===== src/rtl/operand_dispatch.sv =====
// rtl/operand_dispatch.sv - rs1/rs2 operand dispatcher into NUM_UNITS per-unit FIFO channels
// Optional perf counters (disp_cnt, drop_cnt) enabled by defining OPERAND_DISPATCH_PERF_EN.
module operand_dispatch #(
    parameter int WIDTH     = 16,
    parameter int NUM_UNITS = 4,
    parameter int SEL_W     = 2,
    parameter int DEPTH     = 2
) (
    input  logic                       clk,
    input  logic                       rst_n,
    input  logic                       in_valid,
    output logic                       in_ready,
    input  logic [SEL_W-1:0]           in_sel,
    input  logic [WIDTH-1:0]           in_rs1,
    input  logic [WIDTH-1:0]           in_rs2,
    output logic [NUM_UNITS-1:0]       out_valid,
    input  logic [NUM_UNITS-1:0]       out_ready,
    output logic [NUM_UNITS*WIDTH-1:0] out_rs1,
    output logic [NUM_UNITS*WIDTH-1:0] out_rs2,
    output logic                       illegal
`ifdef OPERAND_DISPATCH_PERF_EN
    ,
    output logic [NUM_UNITS*16-1:0]    disp_cnt,
    output logic [15:0]                drop_cnt
`endif
);

    localparam int PTR_W = (DEPTH > 1) ? $clog2(DEPTH) : 1;
    localparam int CNT_W = $clog2(DEPTH) + 1;
    localparam logic [SEL_W:0] NUM_SEL = (SEL_W+1)'(NUM_UNITS);

    logic [SEL_W:0]       sel_ext;
    logic                 sel_legal;
    logic [NUM_UNITS-1:0] sel_hit;
    logic [NUM_UNITS-1:0] full;
    logic [NUM_UNITS-1:0] push;
    logic                 accept;

    function automatic logic [PTR_W-1:0] ptr_inc(input logic [PTR_W-1:0] p);
        return (p == PTR_W'(DEPTH - 1)) ? '0 : p + PTR_W'(1);
    endfunction

    // Extra MSB lets the legality compare work even when 2**SEL_W == NUM_UNITS.
    assign sel_ext   = {1'b0, in_sel};
    assign sel_legal = sel_ext < NUM_SEL;

    always_comb begin
        sel_hit = '0;
        for (int i = 0; i < NUM_UNITS; i++) begin
            sel_hit[i] = (sel_ext == (SEL_W+1)'(i));
        end
    end

    // Only the occupancy count feeds in_ready; a pop in the same cycle never frees a full slot early.
    assign in_ready = sel_legal ? ~|(sel_hit & full) : 1'b1;
    assign accept   = in_valid && in_ready;
    assign push     = accept ? sel_hit : '0;

    always_ff @(posedge clk or negedge rst_n) begin
        if (!rst_n) begin
            illegal <= 1'b0;
        end else begin
            illegal <= accept && !sel_legal;
        end
    end

    for (genvar g = 0; g < NUM_UNITS; g++) begin : g_ch
        logic [PTR_W-1:0] wr_ptr;
        logic [PTR_W-1:0] rd_ptr;
        logic [CNT_W-1:0] count;
        logic [WIDTH-1:0] mem_rs1 [DEPTH];
        logic [WIDTH-1:0] mem_rs2 [DEPTH];
        logic [WIDTH-1:0] last_rs1;
        logic [WIDTH-1:0] last_rs2;
        logic             pop;

        assign out_valid[g] = (count != '0);
        assign full[g]      = (count == CNT_W'(DEPTH));
        assign pop          = out_valid[g] && out_ready[g];

        always_ff @(posedge clk or negedge rst_n) begin
            if (!rst_n) begin
                wr_ptr   <= '0;
                rd_ptr   <= '0;
                count    <= '0;
                last_rs1 <= '0;
                last_rs2 <= '0;
            end else begin
                if (push[g]) begin
                    wr_ptr <= ptr_inc(wr_ptr);
                end
                if (pop) begin
                    rd_ptr   <= ptr_inc(rd_ptr);
                    last_rs1 <= mem_rs1[rd_ptr];
                    last_rs2 <= mem_rs2[rd_ptr];
                end
                if (push[g] && !pop) begin
                    count <= count + CNT_W'(1);
                end else if (pop && !push[g]) begin
                    count <= count - CNT_W'(1);
                end
            end
        end

        // Storage needs no reset: it is only visible while count is non-zero.
        always_ff @(posedge clk) begin
            if (push[g]) begin
                mem_rs1[wr_ptr] <= in_rs1;
                mem_rs2[wr_ptr] <= in_rs2;
            end
        end

        assign out_rs1[g*WIDTH +: WIDTH] = out_valid[g] ? mem_rs1[rd_ptr] : last_rs1;
        assign out_rs2[g*WIDTH +: WIDTH] = out_valid[g] ? mem_rs2[rd_ptr] : last_rs2;

`ifdef OPERAND_DISPATCH_PERF_EN
        logic [15:0] push_cnt;

        always_ff @(posedge clk or negedge rst_n) begin
            if (!rst_n) begin
                push_cnt <= '0;
            end else if (push[g] && push_cnt != 16'hFFFF) begin
                push_cnt <= push_cnt + 16'd1;
            end
        end

        assign disp_cnt[g*16 +: 16] = push_cnt;
`endif
    end

`ifdef OPERAND_DISPATCH_PERF_EN
    always_ff @(posedge clk or negedge rst_n) begin
        if (!rst_n) begin
            drop_cnt <= '0;
        end else if (accept && !sel_legal && drop_cnt != 16'hFFFF) begin
            drop_cnt <= drop_cnt + 16'd1;
        end
    end
`endif

endmodule


===== config.mk =====
export PLATFORM = sky130hd
export DESIGN_NAME = operand_dispatch
export DESIGN_NICKNAME = d
export VERILOG_FILES = /design/src/rtl/operand_dispatch.sv
export SDC_FILE = /design/constraint.sdc
export NUM_CORES = 1
export LEC_CHECK = 0
export CAP_MARGIN = 20
export CORE_MARGIN = 2
export CORE_UTILIZATION = 40
export CTS_CLUSTER_SIZE = 40
export DETAILED_ROUTE_END_ITERATION = 12
export PLACE_DENSITY = 0.65
export SYNTH_ARGS = -nofsm -noshare
export SYNTH_HDL_FRONTEND = slang
export SYNTH_SLANG_ARGS = --single-unit

===== constraint.sdc =====
create_clock -name clk -period 12.8 [get_ports clk]
set_input_delay 1.28 -clock clk [delete_from_list [all_inputs] [get_ports clk]]
set_output_delay 1.28 -clock clk [all_outputs]
set_load 0.01 [all_outputs]

Yosys cells after proc, flatten, opt, wreduce, memory -nomap -nowiden. Memory sizes are Yosys's and may differ from the RTL's. Index checks and enable logic that the tools add are counted. Widths: inputs -> output; s select.

Register bits after elaboration: 145. RAM bits: 256. Logic and storage cells: 122. Memories kept: 8.

Memories: g_ch[0].mem_rs1 (words 2, bits a word 16, rd ports 1, clocked after memory_dff 0, write ports 1, line 71) `logic [WIDTH-1:0] mem_rs1 [DEPTH];`; g_ch[0].mem_rs2 (words 2, bits a word 16, rd ports 1, clocked after memory_dff 0, write ports 1, line 72) `logic [WIDTH-1:0] mem_rs2 [DEPTH];`; g_ch[1].mem_rs1 (words 2, bits a word 16, rd ports 1, clocked after memory_dff 0, write ports 1, line 71); g_ch[1].mem_rs2 (words 2, bits a word 16, rd ports 1, clocked after memory_dff 0, write ports 1, line 72); g_ch[2].mem_rs1 (words 2, bits a word 16, rd ports 1, clocked after memory_dff 0, write ports 1, line 71); g_ch[2].mem_rs2 (words 2, bits a word 16, rd ports 1, clocked after memory_dff 0, write ports 1, line 72); +2 memories.

Add/subtract/negate cells: 16. Magnitude comparators: 1. Equal/unequal tests: 7. Muxes and demuxes: 34. Bitwise operators: 1. Reduce and logical (&&, ||, !) cells: 34.

Operators with widths (number): $mux 16 (8); $mux 1 (17); $mux 2 (8); $reduce_bool 2->1 (8); $logic_and 1x1->1 (14); $eq 2x2->1 const B (6); $logic_not 1->1 (10); $add 1x1->1 const B (8); $add 2x1->2 const B (4); $sub 2x1->2 const B (4); $and 4x4->4 (1); $mux 4 (1); $reduce_or 4->1 (1); $logic_not 3->1 (1); $lt 2x3->1 const B (1); $eq 2x1->1 const B (1).

Longest topological paths before layout.
Depth after elaboration: 11. Mapped depth: 7. Gate-level depth less buffers: 6.

Worst setup path after synthesis. OpenSTA, ideal clock, no wires.

Path kind: input to register. Start: input port in_sel[0]. End: memory g_ch[2].mem_rs1[0][0] (enable). Arrival time: 4.480 ns. Setup slack: 7.819 ns. Cell stages on the path: 1. Buffers on the path: 0. Cells stage by stage: nor4_1.

Word-level cells in the longest chain between the ends: 9. Elaborated cells between the ends (all ways): 13.

RTL lines: from (decl) (line 13) `input logic [SEL_W-1:0] in_sel,`; $eq 2x1->1 (tied with other cells) (line 50) `sel_hit[i] = (sel_ext == (SEL_W+1)'(i));`; $and 4x4->4 (line 55) `assign in_ready = sel_legal ? ~|(sel_hit & full) : 1'b1;`; $reduce_or 4->1 (line 55); $logic_not 1->1 (line 55); $mux 1 (line 55); $logic_and 1x1->1 (line 56) `assign accept = in_valid && in_ready;`; $mux 4 * (line 57) `assign push = accept ? sel_hit : '0;`; $mux 1 * (line 107) `if (push[g]) begin`; $mux 1 (implied by the code) * (line 108) `mem_rs1[wr_ptr] <= in_rs1;`; to (decl) (line 71).

Mark *: on every way between the ends. The rest lies on a longest branch, timed or not.

Worst setup path after layout.
Start: input port in_sel[0]. End: output port in_ready.

Word-level cells in the longest chain between the ends: 5. Elaborated cells between the ends (all ways): 9.

RTL lines: $eq 2x1->1 (tied with other cells) (line 50); $and 4x4->4 (line 55); $reduce_or 4->1 (line 55); $logic_not 1->1 (line 55); $mux 1 * (line 55); to (decl) (line 12) `output logic in_ready,`.

Marked as above.

==> impl_metrics.tcl <==
set metrics [dict create \
    max_cap_viol_count 0 \
    p_int_w 0.00320 \
    die_width_um 202 \
    cts_inserted_buffers 42 \
    design.core.area_um2 38600 \
    iteration_0_drc_markers 601 \
    detail_route.first_pass.iterations 5 \
    placed_area_um2 17800 \
    final_design_area_no_fill_um2 19200 \
    routed-via-count 9380 \
    synth_cell_types 25 \
    cts.reportedPaths.clkPinSlew_ps 60 \
    viasPerCell 4.97 \
    multi_input_area_um2 4020 \
    p_seq_share_pct 39.9 \
    met2_length_um 18500 \
    grt_pass1_wl_um 56500 \
    switching_power_w 0.00161 \
    fraction_of_final_layout_cells_sized_beyond_drive_strength_1_pct 7.03 \
    synthesized_flop_and_latch_total 400 \
    dominant_combinational_cell_family_by_area_after_synthesis "multiplexers" \
    floorplan.io_pins 175 \
    cts_buffer_depth 3 \
    average_size_of_a_mapped_cell_um2 13.4 \
    timing.critical_path.from "in_sel[0]" \
    via_count_of_the_first_global_routing_pass 9130 \
    pwr-share-comb_pct 36.1 \
    sw_frac_of_total_pct 33.5 \
    clk_root_buffer_cell "sky130_fd_sc_hd__clkbuf_16" \
    syn_nets 1214 \
    synth_adder_area_share_pct 0.319 \
    cts_tree "done" \
    detail_route.wirelength_um 38200 \
    worstSetupEndpoint "in_ready" \
    skew_ps 8.05 \
    finalCritPeriodShare_pct 32.7 \
    post_cts_resized 0 \
    r2r_start "g_ch[1].count[0]$_DFFE_PN0P_" \
    ff2ff_path_depth 4 \
    worst_setup_path_start_kind "input port" \
    met3RoutedLength_um 1610 \
    place.port_buffers 173 \
    setup.reg_to_reg.worst_slack_ps 10680 \
    synth.yosys.seq_area_share_pct 72.0 \
    route.detailed.wl_per_inst_um 20.2 \
    maximum_number_of_pins_on_one_net_before_global_route_repair 67 \
    post_synth_inst_count 1169 \
    total_power_w 0.00481 \
    max_slew.worst_pin.slew_ps 1070 \
    final_net_count 1376 \
    leak_nw 7.40 \
    initial_standard_cell_utilization_of_the_core_pct 40.6 \
    endpoint_kind "primary output" \
    hold_class "flip-flop to flip-flop" \
    final.fill_count 3281 \
    cp.arrival_ps 2910 \
    synthToLayoutAreaGrowth_pct 22.3 \
    power.density_nw_per_um2 251 \
    routedLengthMet1_um 17200 \
    timing.fmax_mhz 239 \
    post_synth_mux_area_share_pct 8.32 \
    worstReg2RegEnd "g_ch[1].mem_rs1[0][4]$_DFFE_PP_" \
    gr-total-overflow 0 \
    power_frac_clock_pct 24.0 \
    timing.critical_path.fanout_max 6 \
    timing_worst_setup_path_type "input port to primary output" \
    insertion_delay_ps 540 \
    top_layer_used "met4" \
    synthSimpleGateAreaFrac_pct 7.19 \
    ir_worst_vdd_mv 0.209 \
    cts_htree_levels 2 \
    finalSetupTns_ps 0 \
    ctsHoldBuffers 0 \
    timing.final.max_slew_violations 0 \
    number_of_core_rows 72 \
    drt_drc_violations_left 0 \
    grt_usage_pct 18.8 \
    place.gp.congestion 0.740 \
    post-cts-setup-buffer-count 0 \
    postRouteAntennaNets 0 \
    max-slew-margin-rel_pct 29.0 \
    layout.core_utilization_pct 49.6 \
    run_status "complete, no violations" \
    yosysWarningCount 0 \
    combined_area_of_all_synthesized_cells_um2 15700 \
    clock_sinks 400 \
    worstPathRequired_ps 11520 \
    die-height_um 202 \
    register_area_um2 11300 \
    antenna_found_initial 1 \
    time_the_final_worst_path_needs_with_i_o_delays_and_setup_ps 4190 \
    die_area_um2 40800 \
    final-hold-violation-count 0 \
    synth_xor_area_share_pct 1.12 \
    detailed_place_hpwl_um 22400 \
    setup_viol 0 \
    synth_compound_gate_area_share_pct 8.30 \
    rsz0062_at_grt "no" \
]
[through the flow]
step	instances	hold slack (ps)	setup slack, ps
after detailed placement	1803	471	8620
after CTS	1881	484	8580
final	1886	478	8610
after global placement	1803	462	8610
after global routing	1883	495	8570
after floorplan	1169	450	7820
[placed cells by master (no fill, tap or decap), drive strengths merged, types with 3 or more instances in the layout]
cell / instances
ha: 4
clkinv: 11
a21oi: 128
nor2: 132
and2: 4
o21ai: 132
mux2i: 128
clkdlybuf4s50: 172
nand2b: 4
nor2b: 4
xnor2: 8
clkbuf: 67
xor2: 12
buf: 19
dfrtp: 144
edfxtp: 256
or2: 4
nand2: 129
diode: 3
[power by group through the flow]
stage               Combinational, W  Sequential, W  Clock, W
floorplan                    0.00105        0.00179         0
global placement             0.00171        0.00193         0
detailed placement           0.00174        0.00194         0
CTS                          0.00175        0.00192   0.00118
global route                 0.00190        0.00196   0.00123
finish                       0.00174        0.00192   0.00116
[worst max-delay path, stage by stage]
cell and delay, ps:
sky130_fd_sc_hd__clkdlybuf4s50_1 600, sky130_fd_sc_hd__mux4_2 540, sky130_fd_sc_hd__clkdlybuf4s50_1 490
[worst min-delay path by stage]
stage,cells past startpoint,slack (ps),end,startpoint
floorplan,2,450,g_ch[1].last_rs2[7]$_DFFE_PN0P_,g_ch[1].last_rs2[7]$_DFFE_PN0P_
global placement,2,460,g_ch[1].last_rs1[7]$_DFFE_PN0P_,g_ch[1].last_rs1[7]$_DFFE_PN0P_
detailed placement,2,470,g_ch[3].last_rs2[0]$_DFFE_PN0P_,g_ch[3].last_rs2[0]$_DFFE_PN0P_
CTS,2,480,g_ch[0].last_rs1[0]$_DFFE_PN0P_,g_ch[0].last_rs1[0]$_DFFE_PN0P_
global route,2,490,g_ch[2].last_rs2[2]$_DFFE_PN0P_,g_ch[2].last_rs2[2]$_DFFE_PN0P_
finish,2,480,g_ch[3].last_rs2[0]$_DFFE_PN0P_,g_ch[3].last_rs2[0]$_DFFE_PN0P_
[synthesized netlist by cell type, drive strengths merged]
library cell	instances	area, um^2
conb	1	3.75
o21ai	132	661
mux4	1	22.5
xor2	12	105
mux2i	128	1280
clkbuf	11	41.3
nor2	132	495
nor2b	4	25.0
and2	4	25.0
ha	4	50.1
edfxtp	256	7690
dfrtp	144	3600
nand2	129	484
a21oi	128	641
nor4	1	6.26
nand2b	4	25.0
buf	62	380
nor3	1	10.0
and4b	1	10.0
and4bb	1	12.5
and4	1	8.76
xnor2	8	70.1
or2	4	25.0
[kinds of logic (layout without fill, tap and decap cells)]
group,Yosys count,count (layout)
buffers and inverters,73,269
muxes,129,129
other,1,4
adders and majority gates,4,4
DFF,400,400
AOI/OAI and AO/OA,260,260
xor gates and xnor gates,20,20
and+or+nand+nor,282,282
[sequential cells by signal (all words and copies together) (netlist names)]
signal	count
g_ch.mem_rs2	128
g_ch.last_rs2	64
g_ch.rd_ptr	4
g_ch.count	8
g_ch.last_rs1	64
g_ch.mem_rs1	128
g_ch.wr_ptr	4
[layout make-up]
cell class                      instances  share of cell area (%)
Sequential cell                       400                    58.9
Multi-Input combinational cell        696                    21.0
Timing Repair Buffer                  191                    9.88
Clock buffer                           67                    6.52
Tap cell                              518                    3.38
Clock inverter                         11                   0.274
Antenna cell                            3                  0.0392
[per-layer routing]
metal	GRT usage (%)	up-vias
li1	-	4492
met4	5.67	0
met2	30.5	237
met5	0	-
met3	2.76	57
met1	26.3	4594
Power figures use the tool's default switching activity.
